<file path="config.mk">
export PLATFORM = sky130hd
export DESIGN_NAME = fetch_stage
export DESIGN_NICKNAME = d
export VERILOG_FILES = /design/src/rtl/fetch_stage_pkg.sv /design/src/rtl/fetch_stage_fifo.sv /design/src/rtl/fetch_stage.sv
export SDC_FILE = /design/constraint.sdc
export NUM_CORES = 1
export LEC_CHECK = 0
export ABC_AREA = 1
export CORE_ASPECT_RATIO = 1.5
export CORE_UTILIZATION = 30
export DETAILED_ROUTE_END_ITERATION = 7
export DONT_BUFFER_PORTS = 1
export SLEW_MARGIN = 20
export SYNTH_ARGS = -nofsm -noshare
export SYNTH_HDL_FRONTEND = slang
export SYNTH_SLANG_ARGS = --single-unit
</file>
<file path="constraint.sdc">
create_clock -name clk -period 9.9 [get_ports clk]
set_input_delay 2.475 -clock clk [delete_from_list [all_inputs] [get_ports clk]]
set_output_delay 2.475 -clock clk [all_outputs]
set_load 0.1 [all_outputs]
</file>
<file path="src/rtl/fetch_stage_pkg.sv">
// Shared types and constants for the instruction-fetch stage.
//   NOP_INSTR     : instruction used to fill bubbles at the IF/ID boundary
//   if_t          : {isValid, instr, pc} handed to decode (65 bits)
//   fetch_entry_t : {instr, pc} pair held in the instruction buffer
package fetch_stage_pkg;

  localparam logic [31:0] NOP_INSTR = 32'h0000_0013;

  typedef struct packed {
    logic        isValid;
    logic [31:0] instr;
    logic [31:0] pc;
  } if_t;

  typedef struct packed {
    logic [31:0] instr;
    logic [31:0] pc;
  } fetch_entry_t;

endpackage

</file>
<file path="src/rtl/fetch_stage_fifo.sv">
// Small synchronous FIFO used by the fetch stage (tag FIFO and instruction
// buffer). Head is visible combinationally on dout; flush empties it in one
// clock and takes priority over push/pop.
//   clk, rst      : clock, asynchronous active-high reset
//   push, din     : write request and data (ignored when full or flushing)
//   pop           : remove head (ignored when empty or flushing)
//   flush         : discard all entries
//   dout          : current head entry
//   count         : number of stored entries
//   full, empty   : occupancy flags
module fetch_fifo #(
  parameter int WIDTH = 32,
  parameter int DEPTH = 2,
  localparam int CNT_W = $clog2(DEPTH + 1)
) (
  input  logic             clk,
  input  logic             rst,
  input  logic             push,
  input  logic [WIDTH-1:0] din,
  input  logic             pop,
  input  logic             flush,
  output logic [WIDTH-1:0] dout,
  output logic [CNT_W-1:0] count,
  output logic             full,
  output logic             empty
);

  localparam int PTR_W = (DEPTH > 1) ? $clog2(DEPTH) : 1;
  localparam logic [PTR_W-1:0] LAST_PTR = PTR_W'(DEPTH - 1);
  localparam logic [CNT_W-1:0] DEPTH_C  = CNT_W'(DEPTH);

  logic [WIDTH-1:0] mem_q [DEPTH];
  logic [PTR_W-1:0] wr_ptr_q, wr_ptr_d;
  logic [PTR_W-1:0] rd_ptr_q, rd_ptr_d;
  logic [CNT_W-1:0] count_q, count_d;
  logic             push_ok, pop_ok;

  function automatic logic [PTR_W-1:0] ptr_inc(input logic [PTR_W-1:0] p);
    return (p == LAST_PTR) ? '0 : p + 1'b1;
  endfunction

  assign full    = (count_q == DEPTH_C);
  assign empty   = (count_q == '0);
  assign push_ok = push && !full && !flush;
  assign pop_ok  = pop && !empty && !flush;
  assign dout    = mem_q[rd_ptr_q];
  assign count   = count_q;

  always_comb begin
    wr_ptr_d = wr_ptr_q;
    rd_ptr_d = rd_ptr_q;
    count_d  = count_q;
    if (flush) begin
      wr_ptr_d = '0;
      rd_ptr_d = '0;
      count_d  = '0;
    end else begin
      if (push_ok) wr_ptr_d = ptr_inc(wr_ptr_q);
      if (pop_ok)  rd_ptr_d = ptr_inc(rd_ptr_q);
      count_d = count_q + CNT_W'(push_ok) - CNT_W'(pop_ok);
    end
  end

  always_ff @(posedge clk or posedge rst) begin
    if (rst) begin
      wr_ptr_q <= '0;
      rd_ptr_q <= '0;
      count_q  <= '0;
    end else begin
      wr_ptr_q <= wr_ptr_d;
      rd_ptr_q <= rd_ptr_d;
      count_q  <= count_d;
    end
  end

  // Storage needs no reset: entries are only read while count says valid.
  always_ff @(posedge clk) begin
    if (push_ok) mem_q[wr_ptr_q] <= din;
  end

endmodule

</file>
<file path="src/rtl/fetch_stage.sv">
// Instruction-fetch stage. Owns the PC, issues fetches over a valid/ready
// channel, pairs in-order responses with their PCs (tag FIFO), buffers them
// while decode stalls, and presents one if_t per cycle to IF/ID.
//   clk, rst                        : clock, asynchronous active-high reset
//   imem_req_valid/addr/ready       : fetch request channel
//   imem_rsp_valid/data             : in-order fetch responses
//   stall                           : decode stall, holds if_out
//   redirect, redirect_pc           : flush and restart fetching
//   if_out                          : {isValid, instr, pc} to decode
module fetch_stage
  import fetch_stage_pkg::*;
#(
  parameter logic [31:0] RESET_PC        = 32'h0000_0000,
  parameter int          MAX_OUTSTANDING = 2
) (
  input  logic        clk,
  input  logic        rst,
  output logic        imem_req_valid,
  output logic [31:0] imem_req_addr,
  input  logic        imem_req_ready,
  input  logic        imem_rsp_valid,
  input  logic [31:0] imem_rsp_data,
  input  logic        stall,
  input  logic        redirect,
  input  logic [31:0] redirect_pc,
  output if_t         if_out
);

  localparam int CNT_W = $clog2(MAX_OUTSTANDING + 1);
  localparam int SUM_W = CNT_W + 2;
  localparam logic [SUM_W-1:0] CREDIT_LIMIT = SUM_W'(MAX_OUTSTANDING);
  localparam if_t BUBBLE = '{isValid: 1'b0, instr: NOP_INSTR, pc: 32'h0};

  logic [31:0]      pc_q, pc_d;
  logic [CNT_W-1:0] discard_cnt_q, discard_cnt_d;
  if_t              if_out_q, if_out_d;

  logic [CNT_W-1:0] tag_count, buf_count;
  logic             tag_full, tag_empty, buf_full, buf_empty;
  logic [31:0]      tag_head;
  fetch_entry_t     buf_head, rsp_entry;
  logic             tag_push, tag_pop, buf_push, buf_pop;

  logic [SUM_W-1:0] outstanding, credit_used;
  logic             req_fire, rsp_live, rsp_drop, rsp_accept;
  logic             unused_ok;

  // Responses still owed by memory: tagged ones plus those already orphaned
  // by a redirect.
  assign outstanding = SUM_W'(tag_count) + SUM_W'(discard_cnt_q);
  assign credit_used = outstanding + SUM_W'(buf_count);

  assign imem_req_valid = !rst && !redirect && !tag_full && (credit_used < CREDIT_LIMIT);
  assign imem_req_addr  = pc_q;
  assign req_fire       = imem_req_valid && imem_req_ready;

  // A response with nothing owed is ignored entirely.
  assign rsp_live   = imem_rsp_valid && (outstanding != '0);
  assign rsp_drop   = rsp_live && (discard_cnt_q != '0);
  assign rsp_accept = rsp_live && (discard_cnt_q == '0) && !tag_empty;
  assign rsp_entry  = '{instr: imem_rsp_data, pc: tag_head};

  assign if_out    = if_out_q;
  assign unused_ok = &{1'b0, buf_full, redirect_pc[1:0]};

  always_comb begin
    tag_push      = req_fire;
    tag_pop       = 1'b0;
    buf_push      = 1'b0;
    buf_pop       = 1'b0;
    pc_d          = pc_q;
    discard_cnt_d = discard_cnt_q;
    if_out_d      = if_out_q;
    if (redirect) begin
      // Everything still owed by memory becomes garbage, except a response
      // landing this very cycle, which is consumed (and dropped) now.
      pc_d          = {redirect_pc[31:2], 2'b00};
      discard_cnt_d = CNT_W'(outstanding - SUM_W'(rsp_live));
      if_out_d      = BUBBLE;
    end else begin
      if (req_fire) pc_d = pc_q + 32'd4;
      if (rsp_drop) discard_cnt_d = discard_cnt_q - 1'b1;
      tag_pop = rsp_accept;
      if (!stall) begin
        if (!buf_empty) begin
          // Older buffered entries go first; a new response queues behind.
          buf_pop  = 1'b1;
          buf_push = rsp_accept;
          if_out_d = '{isValid: 1'b1, instr: buf_head.instr, pc: buf_head.pc};
        end else if (rsp_accept) begin
          if_out_d = '{isValid: 1'b1, instr: rsp_entry.instr, pc: rsp_entry.pc};
        end else begin
          if_out_d = BUBBLE;
        end
      end else begin
        buf_push = rsp_accept;
      end
    end
  end

  always_ff @(posedge clk or posedge rst) begin
    if (rst) begin
      pc_q          <= RESET_PC;
      discard_cnt_q <= '0;
      if_out_q      <= BUBBLE;
    end else begin
      pc_q          <= pc_d;
      discard_cnt_q <= discard_cnt_d;
      if_out_q      <= if_out_d;
    end
  end

  fetch_fifo #(.WIDTH(32), .DEPTH(MAX_OUTSTANDING)) u_tag_fifo (
    .clk   (clk),
    .rst   (rst),
    .push  (tag_push),
    .din   (pc_q),
    .pop   (tag_pop),
    .flush (redirect),
    .dout  (tag_head),
    .count (tag_count),
    .full  (tag_full),
    .empty (tag_empty)
  );

  fetch_fifo #(.WIDTH($bits(fetch_entry_t)), .DEPTH(MAX_OUTSTANDING)) u_instr_buf (
    .clk   (clk),
    .rst   (rst),
    .push  (buf_push),
    .din   (rsp_entry),
    .pop   (buf_pop),
    .flush (redirect),
    .dout  (buf_head),
    .count (buf_count),
    .full  (buf_full),
    .empty (buf_empty)
  );

endmodule

</file>
==> results of run 1 <==
critical path: stages:
cell      delay [ns]
inv_4           0.45
nand3b_1        0.17
nor2_2          0.21
nand2_1         0.08
inv_1           0.60
power by group through the flow:
stage,Sequential (W),Clock (W),Combinational (W)
floorplan,0.00160,0,0.000184
global placement,0.00155,0,0.000325
detailed placement,0.00155,0,0.000333
CTS,0.00153,0.00119,0.000334
global route,0.00153,0.00123,0.000385
finish,0.00152,0.00115,0.000349
metal layers:
layer | GRT usage, % | vias up | share of wire (%)
met5 | 0 | - | 0
met4 | 7.52 | 0 | 4.4
met3 | 3.13 | 74 | 5.7
met2 | 27.4 | 200 | 52
met1 | 16.1 | 4062 | 38
li1 | - | 4121 | -
final cells by class:
class	instances	area [sq um]	share of cell area (%)
Antenna cell	1	2.50	0.0179
Clock buffer	35	758	5.41
Clock inverter	17	246	1.76
Inverter	67	254	1.81
Multi-Input combinational cell	826	3740	26.7
Sequential cell	288	8140	58.1
Tap cell	506	633	4.52
Timing Repair Buffer	28	243	1.73
how the worst max path moves through the flow:
stage	end	slack [ns]	cells past startpoint
2_1_floorplan	u_instr_buf.mem_q[1][10]$_DFFE_PP_	0.44	3
3_3_place_gp	imem_req_valid	3.36	5
4_1_cts	imem_req_valid	3.35	5
5_1_grt	imem_req_valid	3.25	5
3_5_place_dp	imem_req_valid	3.37	5
6_report	imem_req_valid	3.42	5
kinds of logic (layout without fill, tap and decap cells):
family	Yosys count	after routing	share of synthesized area, %
simple gates	588	588	19.0
flops	288	288	65.7
compound gates	212	212	8.81
buf+inv	124	147	4.38
xor+xnor	13	13	0.919
fa+ha+maj	11	11	1.23
other cells	1	3	0.0303
synth_stat cells (all sizes together):
cell | number | share of area (%)
or2 | 5 | 0.25
a21oi | 127 | 5.1
dfrtp | 101 | 20
edfxtp | 184 | 45
o21ai | 77 | 3.1
inv | 67 | 2.0
ha | 9 | 0.91
xor2 | 9 | 0.64
o31ai | 3 | 0.18
o211ai | 2 | 0.12
nand2 | 462 | 14
nor3 | 1 | 0.040
nor2 | 65 | 2.2
clkbuf | 33 | 1.0
o21bai | 1 | 0.061
fa | 2 | 0.32
xnor2 | 4 | 0.28
a21boi | 1 | 0.15
conb | 1 | 0.030
dfstp | 3 | 0.64
buf | 24 | 1.3
nand3b | 2 | 0.12
nand3 | 52 | 2.2
nor4 | 1 | 0.051
a31oi | 1 | 0.051
through the flow:
stage          worst slack (ns)  cell area (sq um)  power, W  std cells
3_5_place_dp               3.37              12900   0.00189       1711
6_report                   3.42              14000   0.00302       1768
2_1_floorplan             0.443              12400   0.00179       1238
5_1_grt                    3.25              14000   0.00314       1768
3_3_place_gp               3.36              12900   0.00188       1711
4_1_cts                    3.35              13900   0.00305       1763
registers in the layout, summed over array words and instances, names as in the netlist, 2 cells and up:
| name | count |
|---|---|
| discard_cnt_q | 2 |
| u_tag_fifo.count | 2 |
| u_instr_buf.count | 2 |
| imem_req_addr | 30 |
| if_out | 64 |
| u_tag_fifo.mem_q | 60 |
| u_instr_buf.mem_q | 124 |
==> impl_metrics.json, run 1 <==
{
  "status": "complete, no violations",
  "ys_types": 36,
  "fmax_ghz": 0.154,
  "nets": 1320,
  "port_buffers": 0,
  "min_path_cells": 2,
  "viasPerCell": 4.78,
  "finalCritPeriodShare_pct": 65.5,
  "routed-via-count": 8457,
  "skew_ns": 0.0220,
  "drv_cap": 0,
  "die_width_microns": 168,
  "clkPwrFrac_pct": 38.2,
  "utilization_pct": 34.7,
  "cts-buffers-inserted": 28,
  "hold_ws_ns": 0.563,
  "setup_viol": 0,
  "synthCells": 1237,
  "grt_max_degree": 66,
  "post_cts_resized": 0,
  "syn-cell-area_sq_um": 12400,
  "cp-start-kind": "primary input",
  "cp-startpoint": "rst",
  "first_global_vias": 8558,
  "r2r_cells": 9,
  "clock_path_buffers": 3,
  "slew_headroom_pct": 22.4,
  "endpoint_kind": "output port",
  "seqPwrFrac_pct": 50.3,
  "clock_sinks": 288,
  "drv_slew": 0,
  "syn_area_per_cell_sq_um": 10.0,
  "post_cts_buffers": 0,
  "routed_wl_mm": 31.5,
  "layout_common_cells": "459 x nand2_1, 184 x edfxtp_1, 127 x a21oi_1, 96 x dfrtp_1, 59 x inv_1",
  "worstMarginPinSlew_ns": 1.16,
  "hpwl_mm": 19.9,
  "ys_warn_count": 0,
  "rows": 90,
  "design.core.area_sq_um": 40400,
  "finalHoldViolations": 0,
  "clkTransAtPathRegs_ns": 0.06,
  "track_usage_pct": 15.0,
  "hold_buffers": 0,
  "hp-class": "reg -> reg",
  "critPathMaxFanout": 45,
  "cts_root_buffer": "clkbuf_16",
  "hp-start": "u_instr_buf.wr_ptr_q$_DFFE_PP0P_",
  "cp.arrival_ns": 4.01,
  "period_minus_slack_ns": 6.48,
  "pwr-share-comb_pct": 11.6,
  "final_common_cell": "nand2_1",
  "drt_iter0_drc": 529,
  "vdd_drop_max_uv": 115,
  "r2r_end": "u_instr_buf.mem_q[0][15]$_DFFE_PP_",
  "seq_area_frac_synth_pct": 65.7,
  "wl_per_cell_microns": 17.8,
  "overflow": 0,
  "insertion_delay_ns": 0.55,
  "worst_r2r_startpoint": "u_tag_fifo.count[0]$_DFF_PP0_",
  "die_h_microns": 251,
  "grt_pass1_wl_mm": 48.7,
  "hold_path_end": "u_instr_buf.wr_ptr_q$_DFFE_PP0P_",
  "leakage_nw": 5.69,
  "h-tree-depth": 1,
  "p_int_w": 0.00214,
  "die-area_sq_um": 42100,
  "path_class": "in -> out",
  "r2r_slack_ns": 6.54,
  "drive_above_1_share_pct": 8.72,
  "swShare_pct": 29.3,
  "fillCellCount": 3999,
  "start_util_pct": 30.6,
  "ant_nets": 0,
  "place_congestion": 0.909,
  "ys_ff_latch": 288,
  "crit_required_ns": 7.43,
  "area_growth_pct": 13.2,
  "p_sw_w": 0.000884,
  "fin_setup_tns_ns": 0,
  "power.density_nw_per_um2": 216,
  "grt_setup_unrepaired": "no",
  "io_pins": 168,
  "firstDrtPassIters": 4,
  "antenna_found_initial": 1,
  "drc": 0,
  "cts_tree": "done"
}
Power figures use the tool's default switching activity.
==> inputs of run 2 (changes only) <==
==> constraint.sdc (replaced) <==
create_clock -name clk -period 6.7 [get_ports clk]
set_input_delay 1.675 -clock clk [delete_from_list [all_inputs] [get_ports clk]]
set_output_delay 1.675 -clock clk [all_outputs]
set_load 0.1 [all_outputs]
==> impl_metrics.json, run 2 (same netlist as run 1, synthesis figures left out) <==
{
  "overflow": 0,
  "viasPerCell": 4.74,
  "r2r_end": "u_instr_buf.mem_q[0][14]$_DFFE_PP_",
  "drc": 0,
  "layout_common_cells": "459 x nand2_1, 184 x edfxtp_1, 127 x a21oi_1, 94 x dfrtp_1, 59 x inv_1",
  "firstDrtPassIters": 5,
  "dpl_cell_area_sq_um": 12900,
  "hold_path_end": "imem_req_addr[10]$_DFFE_PP0P_",
  "place_congestion": 0.893,
  "cp-start-kind": "register",
  "max_stage_delay_ns": 0.60,
  "cp.arrival_ns": 3.27,
  "insertion_delay_ns": 0.55,
  "finalCritPeriodShare_pct": 73.8,
  "cts-buffers-inserted": 28,
  "grt_pass1_wl_mm": 48.8,
  "antenna_found_initial": 1,
  "grt_max_degree": 68,
  "die_width_microns": 168,
  "drt_iter0_drc": 495,
  "min_path_cells": 2,
  "seq_area_sq_um": 8140,
  "ant_nets": 0,
  "fin_area_sq_um": 13900,
  "rows": 90,
  "period_minus_slack_ns": 4.95,
  "cpMostUsedCell": "fa_1",
  "post_cts_buffers": 0,
  "clkTransAtPathRegs_ns": 0.06,
  "path_class": "reg -> out",
  "hold_buffers": 0,
  "finalHoldViolations": 0,
  "hp-class": "reg -> reg",
  "wl_per_cell_microns": 17.9,
  "critPathMaxFanout": 5,
  "design.core.area_sq_um": 40400,
  "hp-start": "imem_req_addr[10]$_DFFE_PP0P_",
  "wl_met2_mm": 16.0,
  "cp_slowest_cell": "fa_1",
  "dp_cells": 1710,
  "crit_required_ns": 5.03,
  "grt_setup_unrepaired": "no",
  "area_growth_pct": 12.1,
  "die_h_microns": 251,
  "drv_slew": 0,
  "clock_sinks": 288,
  "cts_root_buffer": "clkbuf_16",
  "r2r_cells": 9,
  "routed.top_layer": "met4",
  "cp_top_family": "adder cells",
  "worstMarginPinSlew_ns": 1.16,
  "r2r_slack_ns": 3.06,
  "slew_headroom_pct": 23.0,
  "status": "complete, no violations",
  "routed_wl_mm": 31.5,
  "clock_path_buffers": 3,
  "hpwl_mm": 20.0,
  "multi_input_area_sq_um": 3750,
  "fin_setup_tns_ns": 0,
  "port_buffers": 0,
  "track_usage_pct": 15.0,
  "fmax_ghz": 0.202,
  "cts_tree": "done",
  "die-area_sq_um": 42100,
  "routed-via-count": 8344,
  "power.density_nw_per_um2": 312,
  "leakage_nw": 5.63,
  "post_cts_resized": 0,
  "nets": 1316,
  "vdd_drop_max_uv": 180,
  "start_util_pct": 30.6,
  "final_common_cell": "nand2_1",
  "first_global_vias": 8627,
  "drive_above_1_share_pct": 8.21,
  "final-instance-count-excl-fill": 1762,
  "setup_viol": 0,
  "skew_ns": 0.0131,
  "cp_cell_sequence": "ha_1 > fa_1 > fa_1 > nand3b_1 > nor2_2 > nand2_1 > inv_1",
  "endpoint_kind": "output port",
  "h-tree-depth": 1,
  "io_pins": 168,
  "drv_cap": 0,
  "top_register": "u_instr_buf.mem_q",
  "largest_register_ff_count": 124,
  "critPathBufInv": 1,
  "fillCellCount": 4044,
  "met1_length_mm": 11.9,
  "met3_wirelength_mm": 2.28,
  "worst_r2r_startpoint": "u_tag_fifo.count[0]$_DFF_PP0_"
}
-- run 2: area by class of cell --
type                       instances  share of cell area (%)
timing repair buffer              24                    1.39
clock inverter                    12                   0.982
antenna                            1                  0.0180
sequential                       288                    58.6
clock buffer                      38                    5.61
multi-input combinational        826                    27.0
inverter                          67                    1.83
tap                              506                    4.56
-- run 2: metal layers --
metal | up-vias | track usage, %
met3 | 67 | 3.92
met1 | 3941 | 16.1
li1 | 4106 | -
met5 | - | 0
met4 | 0 | 7.02
met2 | 230 | 27.1
-- run 2: through the flow --
step	util [%]	worst slack [ns]	power, W	hold slack, ns
final	34.4	1.75	0.00433	0.481
after global routing	34.4	1.60	0.00451	0.536
after CTS	34.3	1.71	0.00438	0.486
after detailed placement	32.0	1.82	0.00279	0.470
after global placement	32.0	1.83	0.00277	0.464
after floorplan	-	0.0533	0.00264	0.523
-- run 2: how the worst max path moves through the flow --
| stage | from | to | slack, ns | depth (start not counted) |
|---|---|---|---|---|
| 2_1_floorplan | rst | imem_req_valid | 0.05 | 5 |
| 3_3_place_gp | rst | imem_req_valid | 1.83 | 5 |
| 3_5_place_dp | rst | imem_req_valid | 1.82 | 5 |
| 4_1_cts | u_tag_fifo.count[0]$_DFF_PP0_ | imem_req_valid | 1.71 | 7 |
| 5_1_grt | u_tag_fifo.count[0]$_DFF_PP0_ | imem_req_valid | 1.60 | 7 |
| 6_report | u_tag_fifo.count[0]$_DFF_PP0_ | imem_req_valid | 1.75 | 7 |
-- run 2: worst reg2reg max path: stages (launching register included) --
cell	delay (ns)
dfrtp_1	0.40
ha_1	0.21
fa_1	0.60
nor2_1	0.11
a21boi_4	0.19
nand2_2	0.20
nor3_1	0.30
nand2_1	0.12
inv_2	0.55
buf_4	0.58
-- run 2: report_power, final --
part | internal (W) | leakage (nW) | switching [W]
Combinational | 0.000121 | 2.15 | 0.000352
Clock | 0.000927 | 0.445 | 0.000656
Sequential | 0.00199 | 3.04 | 0.000284
==> variant: new RTL, config.mk and constraints of run 2 <==
`MAX_OUTSTANDING`: 2 -> 8.
--- a/src/rtl/fetch_stage.sv
+++ b/src/rtl/fetch_stage.sv
@@ -13,3 +13,3 @@
   parameter logic [31:0] RESET_PC        = 32'h0000_0000,
-  parameter int          MAX_OUTSTANDING = 2
+  parameter int          MAX_OUTSTANDING = 8
 ) (
Formal check against the unedited RTL: not equivalent (Yosys sat finds a counterexample within 4 cycles, from zero or initial values and one cycle with rst high).
==> variant against run 2 <==
Area after synthesis rose to 2.9 times the old value; sequential share of layout area rose by 3.4 points; worst setup slack improved by 0.25 ns; sequential power rose to 3.3 times the old value; power rose to 3.7 times the old value; sequential cell count rose by 566; highest routed layer unchanged; wire length rose to 2.9 times the old value; first-iteration DRC count rose to 3.6 times the old value; critical path type unchanged; largest cell class unchanged; die area rose to 2.9 times the old value; design area rose to 2.9 times the old value; clock skew rose by 0.037 ns; utilization barely moved.
==> variant: results (changes against run 2) <==
Synth Area per Inst 11.4 um^2 (was 10.0 um^2); initial antenna violation count 0 (was 1); fin cells 4755 (was 1762); register area share after synthesis 0.701 (was 0.657); Diodes inserted 0 (was 1); layout cells sized above 1 0.0845 (was 0.0821); worst slew pin tran 1.09 ns (was 1.16 ns); DR WL/cell 19.5 um (was 17.9 um); pin count of the biggest net entering global routing 185 (was 68); CTS Buf Count 89 (was 28); Final #Nets 3226 (was 1316); Vias per Instance 4.84 (was 4.74); switching share of power 0.377 (was 0.298); Reg2Reg Depth 14 (was 9); Critical-path top delay cell dfrtp_1 (was fa_1); first-pass GRT wire length 138 mm (was 48.8 mm); postcts setup bufs 0 (unchanged); Skew-Pair Late Insertion Delay 0.67 ns (was 0.55 ns); post-DP HPWL 52.8 mm (was 20.0 mm); placed cell areas 37500 um^2 (was 12900 um^2); Post-synth top cells nand2_1, edfxtp_1, nand3_1, nor2_1, o21ai_0 (was nand2_1, edfxtp_1, a21oi_1, dfrtp_1, inv_1); Critical Path AT 3.02 ns (was 3.27 ns); vias in the first global route 22700 (was 8627); Post-synth EDFFs 736 (was 184); H-tree levels 3 (was 1); status finished, final reports clean (unchanged); largest cells by area after synthesis edfxtp_1, dfrtp_1, nand2_1, nand3_1, nor2_1 (was edfxtp_1, dfrtp_1, nand2_1, a21oi_1, nand3_1); placed cell count 4589 (was 1710); leakage 14.5 nW (was 5.63 nW); Max Fanout on Critical Path 4 (was 5); Yosys cell types 50 (was 36); fraction of registers with async set or reset after synthesis 0.138 (was 0.361); Total GRT Usage 0.151 (was 0.150); Clock Skews 0.0502 ns (was 0.0131 ns); 1st-iter DRT viols 1760 (was 495); Largest register FFs 496 (was 124); VDD IR max 0.000292 V (was 0.000180 V)
variant: cell types whose count changed after synthesis, moves of 20 or more:
cell | run 2 | this run
edfxtp_1 | 184 | 736
nand3_1 | 51 | 450
nand2_1 | 459 | 757
nor2_1 | 58 | 298
o21ai_0 | 31 | 207
a21oi_1 | 127 | 39
buf_2 | 13 | 75
o211ai_1 | 2 | 39
inv_1 | 61 | 90
clkbuf_1 | 32 | 57
ha_1 | 9 | 32
buf_1 | 1 | 21
variant: area by class of cell:
class,count,area [um^2]
clock buffers,113,2350
clock inverters,52,579
fillers,11600,77500
inverters,96,375
multi-input cells,2013,9550
flip-flops and latches,854,25100
well taps,1560,1950
repair buffers,67,581
variant: worst register-to-register path: cells and delay by family, from the launching register on:
family | cells | cell delay (ns)
simple gates | 7 | 2.25
flops | 1 | 0.42
buf+inv | 3 | 0.63
fa+ha+maj | 3 | 0.81
compound gates | 1 | 0.16
variant: routing by layer:
metal | vias up | part of all wire | wire length [um] | global-route usage
li1 | 10900 | - | - | -
met2 | 592 | 0.51 | 46800 | 0.269
met5 | - | 0 | 0 | 0
met3 | 143 | 0.057 | 5230 | 0.0273
met4 | 0 | 0.026 | 2450 | 0.0528
met1 | 11300 | 0.41 | 38000 | 0.181
variant: final timing paths:
kind / startpoint / endpoint / slack [ns]
setup / recovery: u_tag_fifo.count[0]$_DFF_PP0_ / imem_req_valid / 2.00
hold / removal: discard_cnt_q[3]$_DFFE_PP0P_ / discard_cnt_q[3]$_DFFE_PP0P_ / 0.57
setup reg to reg: u_tag_fifo.count[0]$_DFF_PP0_ / u_tag_fifo.mem_q[3][25]$_DFFE_PP_ / 2.02
hold reg to reg: discard_cnt_q[3]$_DFFE_PP0P_ / discard_cnt_q[3]$_DFFE_PP0P_ / 0.57
max in group asynchronous: rst / u_tag_fifo.rd_ptr_q[0]$_DFFE_PP0P_ / 4.18
min in group asynchronous: rst / imem_req_addr[13]$_DFFE_PP0N_ / 1.18
variant: metrics by stage:
step / util / setup slack [ns]
5_1_grt: 0.343 / 1.71
2_1_floorplan: - / -0.175
4_1_cts: 0.343 / 1.89
3_5_place_dp: 0.318 / 1.64
6_report: 0.343 / 2.00
3_3_place_gp: 0.318 / 1.65
variant: kinds of logic after synthesis:
kind of cell / after synthesis / share of synthesized area
simple gates: 1579 / 0.188
compound gates: 376 / 0.0575
xor+xnor: 20 / 0.00490
buf+inv: 278 / 0.0356
fa+ha+maj: 35 / 0.0129
other cells: 1 / 0.000105
mux: 1 / 0.000280
flops: 854 / 0.701
variant: power by group through the flow:
stage,Sequential [mW],Combinational [mW],Clock [mW]
after global routing,7.60,3.96,5.22
after global placement,7.66,3.53,0
final,7.54,3.55,4.94
after detailed placement,7.67,3.59,0
after floorplan,7.77,2.38,0
after CTS,7.56,3.60,5.03
